<file path="config.mk">
export PLATFORM = sky130hd
export DESIGN_NAME = util_axis_uart_arbiter
export DESIGN_NICKNAME = d
export VERILOG_FILES = /design/src/rtl/util_axis_uart_pkg.sv /design/src/rtl/util_rr_pick.sv /design/src/rtl/util_axis_uart_arbiter.sv
export SDC_FILE = /design/constraint.sdc
export NUM_CORES = 1
export LEC_CHECK = 0
export BUFFER_PORTS_ARGS = -buffer_cell sky130_fd_sc_hd__buf_2
export CORE_ASPECT_RATIO = 1.75
export CORE_MARGIN = 2
export CORE_UTILIZATION = 35
export DETAILED_ROUTE_END_ITERATION = 7
export PLACE_DENSITY = 0.68
export SLEW_MARGIN = 20
export SYNTH_ARGS = -nofsm -noshare
export SYNTH_HDL_FRONTEND = slang
export SYNTH_SLANG_ARGS = --single-unit
export TNS_END_PERCENT = 50
</file>
<file path="constraint.sdc">
create_clock -name aclk -period 1.87 [get_ports aclk]
set_input_delay 0.2805 -clock aclk [delete_from_list [all_inputs] [get_ports aclk]]
set_output_delay 0.2805 -clock aclk [all_outputs]
set_load 0.02 [all_outputs]
</file>
<file path="src/rtl/util_axis_uart_pkg.sv">
// Shared types and helpers for the util_axis_uart family of blocks.
package util_axis_uart_pkg;

    localparam int DEFAULT_NUM_PORTS = 4;
    localparam int DEFAULT_DATA_BITS = 8;
    localparam int DEFAULT_BURST_MAX = 16;

    typedef enum logic {
        IDLE = 1'b0,
        XFER = 1'b1
    } arb_state_e;

    // Ceiling log2; clog2(1) is 0, callers clamp to a minimum width where needed.
    function automatic int clog2(input int value);
        int result;
        result = 0;
        while ((1 << result) < value) begin
            result++;
        end
        return result;
    endfunction

endpackage

</file>
<file path="src/rtl/util_rr_pick.sv">
// Combinational round-robin picker: first asserted request searching upward
// from (last + 1) mod NUM_PORTS. Shared by the TX arbiter and future schedulers.
module util_rr_pick
    import util_axis_uart_pkg::*;
#(
    parameter int NUM_PORTS = DEFAULT_NUM_PORTS,
    parameter int ID_W      = clog2(NUM_PORTS)
) (
    input  logic [NUM_PORTS-1:0] req,
    input  logic [ID_W-1:0]      last,
    output logic [ID_W-1:0]      pick_id,
    output logic                 pick_valid
);

    // Scan the ports in rotated order and keep the first hit.
    always_comb begin : pick_search
        logic [ID_W-1:0] cand;
        // NOTE: every output of a combinational block gets a default before any
        // conditional assignment, otherwise the tool infers a latch.
        pick_valid = 1'b0;
        pick_id    = '0;
        cand       = '0;
        for (int i = 1; i <= NUM_PORTS; i++) begin
            cand = ID_W'((int'(last) + i) % NUM_PORTS);
            if (!pick_valid && req[cand]) begin
                pick_valid = 1'b1;
                pick_id    = cand;
            end
        end
    end

endmodule

</file>
<file path="src/rtl/util_axis_uart_arbiter.sv">
// Round-robin burst arbiter sharing one UART transmit AXI-Stream slave between
// NUM_PORTS byte-stream requesters. A grant lasts until the requester's tlast
// beat or BURST_MAX beats (BURST_MAX = 0 means tlast only).
module util_axis_uart_arbiter
    import util_axis_uart_pkg::*;
#(
    parameter int  NUM_PORTS = DEFAULT_NUM_PORTS,
    parameter int  DATA_BITS = DEFAULT_DATA_BITS,
    parameter int  BURST_MAX = DEFAULT_BURST_MAX,
    localparam int ID_W      = clog2(NUM_PORTS)
) (
    input  logic                           aclk,
    input  logic                           arst,
    input  logic [NUM_PORTS*DATA_BITS-1:0] s_axis_tdata,
    input  logic [NUM_PORTS-1:0]           s_axis_tvalid,
    input  logic [NUM_PORTS-1:0]           s_axis_tlast,
    output logic [NUM_PORTS-1:0]           s_axis_tready,
    output logic [DATA_BITS-1:0]           m_axis_tdata,
    output logic                           m_axis_tvalid,
    input  logic                           m_axis_tready,
    output logic                           grant_valid,
    output logic [ID_W-1:0]                grant_id
);

    localparam int CNT_RAW = clog2(BURST_MAX + 1);
    localparam int CNT_W   = (CNT_RAW < 1) ? 1 : CNT_RAW;
    localparam bit HAS_LIMIT = (BURST_MAX != 0);
    localparam logic [CNT_W-1:0] CNT_LAST = CNT_W'((BURST_MAX == 0) ? 0 : BURST_MAX - 1);

    arb_state_e       state_q, state_d;
    logic [ID_W-1:0]  grant_id_q, grant_id_d;
    logic [ID_W-1:0]  last_q, last_d;
    logic [CNT_W-1:0] beat_cnt_q, beat_cnt_d;

    logic [ID_W-1:0]  pick_id;
    logic             pick_valid;
    logic             beat;
    logic             release_grant;

    util_rr_pick #(
        .NUM_PORTS (NUM_PORTS),
        .ID_W      (ID_W)
    ) u_pick (
        .req        (s_axis_tvalid),
        .last       (last_q),
        .pick_id    (pick_id),
        .pick_valid (pick_valid)
    );

    assign grant_valid = (state_q == XFER);
    assign grant_id    = grant_id_q;

    // Zero-cycle passthrough from the granted requester to the UART slave.
    always_comb begin
        m_axis_tdata  = s_axis_tdata[int'(grant_id_q) * DATA_BITS +: DATA_BITS];
        m_axis_tvalid = 1'b0;
        s_axis_tready = '0;
        if (state_q == XFER) begin
            m_axis_tvalid             = s_axis_tvalid[grant_id_q];
            s_axis_tready[grant_id_q] = m_axis_tready;
        end
    end

    assign beat          = m_axis_tvalid && m_axis_tready;
    assign release_grant = beat && (s_axis_tlast[grant_id_q] ||
                                    (HAS_LIMIT && (beat_cnt_q == CNT_LAST)));

    // Next-state logic: arbitrate in IDLE, count beats and release in XFER.
    always_comb begin
        state_d    = state_q;
        grant_id_d = grant_id_q;
        last_d     = last_q;
        beat_cnt_d = beat_cnt_q;
        case (state_q)
            IDLE: begin
                if (pick_valid) begin
                    state_d    = XFER;
                    grant_id_d = pick_id;
                    last_d     = pick_id;
                    beat_cnt_d = '0;
                end
            end
            XFER: begin
                if (beat) begin
                    beat_cnt_d = beat_cnt_q + 1'b1;
                end
                // A tvalid gap never releases; only tlast or the burst limit does.
                if (release_grant) begin
                    state_d = IDLE;
                end
            end
            default: state_d = IDLE;
        endcase
    end

    // State registers with synchronous reset; reset wins over an in-flight beat.
    always_ff @(posedge aclk) begin
        // NOTE: sequential state uses non-blocking assignments so every flop
        // samples the pre-edge values regardless of block evaluation order.
        if (arst) begin
            state_q    <= IDLE;
            grant_id_q <= '0;
            last_q     <= ID_W'(NUM_PORTS - 1);
            beat_cnt_q <= '0;
        end else begin
            state_q    <= state_d;
            grant_id_q <= grant_id_d;
            last_q     <= last_d;
            beat_cnt_q <= beat_cnt_d;
        end
    end

endmodule

</file>
* Word-level counts from Yosys, hierarchy flattened *
Cells that the tools add are included.

word-level totals
  flip-flop bits (word level) = 10
  output and inout bits = 16

cells by class
  $add $sub $neg = 5
  magnitude comparators = 6
  equal/unequal tests = 3
  shift-type cells = 1
  muxes and demuxes = 30
  bitwise gates (word level) = 2
  reductions and logical operators = 12

operators by type and width
  operator                                                               number
  32-bit by 6-bit variable part select with 8-bit output                 1
  2-bit by 3-bit < comparator with 1-bit output, second input constant   5
  1-bit two-way mux                                                      14
  1-bit binary-select mux with 2-bit select                              6
  5-bit two-way mux                                                      2
  5-bit case mux with 2 select lines                                     1
  2-bit two-way mux                                                      4
  1-bit logical AND                                                      6
  5-bit by 1-bit adder with 5-bit output, second input constant          1
  5-bit by 4-bit equality test with 1-bit output, second input constant  1
  2-bit by 1-bit adder with 2-bit output, second input constant          2
  2-bit adder, second input constant                                     2
  4-bit AND                                                              1
  4-bit two-way mux                                                      1
  2-bit AND reduction                                                    2
  1-bit logical NOT                                                      3
  1-bit demux with 2-bit select                                          1
  2-bit by 1-bit >= comparator with 1-bit output, second input constant  1
  2-bit by 1-bit != test with 1-bit output, second input constant        1
  2-bit != test, second input constant                                   1
  1-bit case mux with 2 select lines                                     1
  1-bit logical OR                                                       1
  1-bit NOT                                                              1

* Longest topological paths before layout *
  word-level depth = 15
  gate-level depth with buffers = 6

* Cells and area by module *
Synthesis repeated with hierarchy kept, for this count alone.

second synthesis, totals
  cells, all modules = 90
  area, all modules = 874.6 µm²

modules (own cells, without submodules)
  module                  instances  cells an instance  area an instance (µm²)
  util_axis_uart_arbiter  1          76                 783.3
  util_rr_pick            1          14                 91.3

* Worst setup path before layout *
Ideal clock, no wire load.

  path kind = flip-flop to output port
  from = register grant_id_q[0], in the netlist grant_id[0]
  to = output m_axis_tvalid
  arrival = 1.482 ns
  path slack = 0.108 ns
  cell stages (with the launch flop) = 4
  path through = dfxtp_1 buf_2 nor2b_1 a211oi_1

between the ends
  longest elaborated chain between the ends = 3

RTL lines
  item                                       line                           source
  start, declared                            util_axis_uart_arbiter.sv:31   logic [ID_W-1:0] grant_id_q, grant_id_d;
  start signal, assigned                     util_axis_uart_arbiter.sv:107  grant_id_q <= grant_id_d;
  1-bit binary-select mux with 2-bit select  util_axis_uart_arbiter.sv:59   m_axis_tvalid = s_axis_tvalid[grant_id_q];
  1-bit two-way mux (implied by the code)    util_axis_uart_arbiter.sv:59
  1-bit two-way mux                          util_axis_uart_arbiter.sv:58   if (state_q == XFER) begin
  end, declared                              util_axis_uart_arbiter.sv:19   output logic m_axis_tvalid,

Every way passes these cells. The select of a mux whose other input is x is not followed.

* Worst setup path after layout *
  from = register grant_id_q[0], in the netlist grant_id[0]
  to = output m_axis_tdata[0]

between the ends
  longest elaborated chain between the ends = 1

RTL lines
  item                                                    line                          source
  32-bit by 6-bit variable part select with 8-bit output  util_axis_uart_arbiter.sv:55  m_axis_tdata = s_axis_tdata[int'(grant_id_q) * DATA_BITS +: DATA_BITS];
  end, declared                                           util_axis_uart_arbiter.sv:18  output logic [DATA_BITS-1:0] m_axis_tdata,

Every way passes these cells.

==> results.json <==
{
  "max_cap_violations": 0,
  "numCtsBuffers": 3,
  "ir_drop_mv": 0.4168,
  "gr-total-overflow": 0,
  "period_share": 0.9381,
  "die_w_um": 40.47,
  "grt_max_degree": 14,
  "drtIter0Drc": 15,
  "clk_pin_slew_ns": 0.04,
  "post_cts_buffers": 0,
  "gp_congestion": 0.7746,
  "syn_avg_cell_area_um2": 9.256,
  "holdPathEnd": "grant_id[1]",
  "core_area_um2": 2245,
  "powerDensity_nw_per_um2": 630.7,
  "startpoint": "grant_id[0]",
  "antenna_found_initial": 0,
  "r2r_start": "beat_cnt_q[0]",
  "yosysUniqueCellTypes": 28,
  "initial_utilization": 0.3629,
  "grt_pass1_wl_um": 3463,
  "status": "finished clean",
  "synth.ff_latch_count": 10,
  "cp-end-kind": "output port",
  "hold_start": "arst",
  "worstReg2RegEnd": "beat_cnt_q[4]",
  "clock_sinks": 10,
  "ctsResizeCount": 0,
  "synth_area_um2": 814.5,
  "dr_total_vias": 941,
  "hp-class": "input pin to register",
  "n_antenna_cell": 0,
  "drive_above_1_share": 0.5102,
  "final_common_cell": "buf_2",
  "cts-root-buf": "clkbuf_8",
  "final_cells": 172,
  "rr_worst_depth": 5,
  "cp_max_fo": 8,
  "groute.usage.overall": 0.1814,
  "crit_arrival_ns": 1.47,
  "worst_pin_slew_ns": 0.4486,
  "slew_headroom": 0.6982,
  "finalClockSkew_ns": 0.003083,
  "wl_per_cell_um": 13.78,
  "cp_data_required_time_ns": 1.59,
  "maxSlewViolCount": 0,
  "post-route-min-period_ns": 1.754,
  "setup_viol": 0,
  "first_pass_iters": 4,
  "hold_buffers": 0,
  "post-route-util": 0.5217,
  "die_area_um2": 2744,
  "synth_seq_area_share": 0.2458,
  "ios": 59,
  "ys_warn_count": 0,
  "worstSkewPairLatency_ns": 0.24,
  "layout_common_cells": "buf_2, nor2_1, dfxtp_1",
  "ff2ff_setup_slack_ns": 0.32,
  "fin_tns_setup_ns": 0,
  "drc_errors": 0,
  "synth_area_leader_cell": "dfxtp_1",
  "ant_nets": 0,
  "io_buffer_count": 58,
  "routed_via_density": 5.471,
  "cp-start-kind": "register",
  "hold_path_depth": 2,
  "yosys.area.top_type_share": 0.2458,
  "synth_area_leaders": "dfxtp_1, mux4_2, nor2_1",
  "placedCellCount": 169,
  "finalHoldViolCount": 0,
  "dp.final_hpwl_um": 1991,
  "wl_um": 2371,
  "area_growth_pct": 43.78,
  "synthCells": 88,
  "critPathKind": "register to output port",
  "post-place-ws_ns": 0.3286,
  "clock_path_buffers": 2,
  "row_count": 23,
  "syn_nets": 133,
  "cts_tree": "built",
  "max_freq_ghz": 0.5701,
  "fin_ws_ns": 0.1158,
  "nNetsFinal": 194,
  "grt_pass1_vias": 933,
  "cts_htree_levels": 1,
  "rsz0062_at_grt": "false",
  "leakagePower_nw": 0.5392,
  "die_h_um": 67.82
}
==> worst max path at each step <==
stage	end	depth (start not counted)
after detailed placement	beat_cnt_q[4]	5
after CTS	m_axis_tdata[0]	3
after floorplan	m_axis_tvalid	3
after global placement	m_axis_tdata[0]	3
final	m_axis_tdata[0]	3
after global routing	m_axis_tvalid	4
==> area by class of cell <==
cell class / count / area (µm²)
Tap cell: 25 / 31.28
Sequential cell: 10 / 200.2
Multi-Input combinational cell: 67 / 563.0
Timing Repair Buffer: 61 / 312.8
Inverter: 6 / 22.52
Clock buffer: 3 / 41.29
Fill cell: 232 / 1074
==> routing by layer <==
metal  track usage  up-vias  share of wire
li1              -      450              -
met3       0.02597        3           0.12
met2        0.3512       55           0.52
met5             0        -              0
met1        0.1551      433           0.34
met4        0.1083        0          0.017
==> state kept, by name, summed over array words and instances (netlist names) <==
name	cells
last_q	2
grant_valid	1
beat_cnt_q	5
grant_id	2
==> stage by stage <==
step | hold WS (ns) | total power [W] | area, µm²
final | 0.3452 | 0.0007386 | 1171
after floorplan | 0.4435 | 0.0004218 | 814.5
after global placement | 0.4515 | 0.0005167 | 1130
after detailed placement | 0.4662 | 0.0005241 | 1130
after global routing | 0.3552 | 0.0007841 | 1171
after CTS | 0.3342 | 0.0007495 | 1171
==> cells by family (layout without fill, tap and decap cells) <==
family,after synthesis,count (layout),share of synthesized area
buf+inv,11,70,0.06298
fa+ha+maj,2,2,0.03072
simple gates,33,33,0.2074
flops,10,10,0.2458
mux,12,12,0.2903
compound gates,20,20,0.1628
==> report_power, final <==
group	switching [W]	internal (W)	total (W)
Sequential	0.0000150	0.000226	0.000241
Combinational	0.000142	0.000135	0.000277
Clock	0.0000801	0.000141	0.000221
==> Yosys cell counts <==
library cell / count
or2_2: 1
mux4_2: 8
a21oi_1: 7
and3_1: 1
nand3_1: 5
nand3_2: 1
nand2b_1: 2
nand2_1: 3
mux2i_1: 3
o22a_4: 1
nor2_1: 11
buf_2: 2
a21boi_1: 2
nor3_1: 1
mux4_1: 1
nand3b_1: 1
a211oi_1: 3
nor2b_1: 3
buf_6: 1
or3_1: 3
inv_1: 6
nor4_1: 1
dfxtp_1: 10
clkbuf_1: 2
ha_1: 2
o22ai_1: 3
o21ai_0: 3
o221ai_1: 1
==> worst max-delay path: stages, from the launching register on <==
cell	delay (ns)
dfxtp_1	0.32
buf_4	0.18
mux4_1	0.56
buf_2	0.18
(Power assumes the default switching activity.)
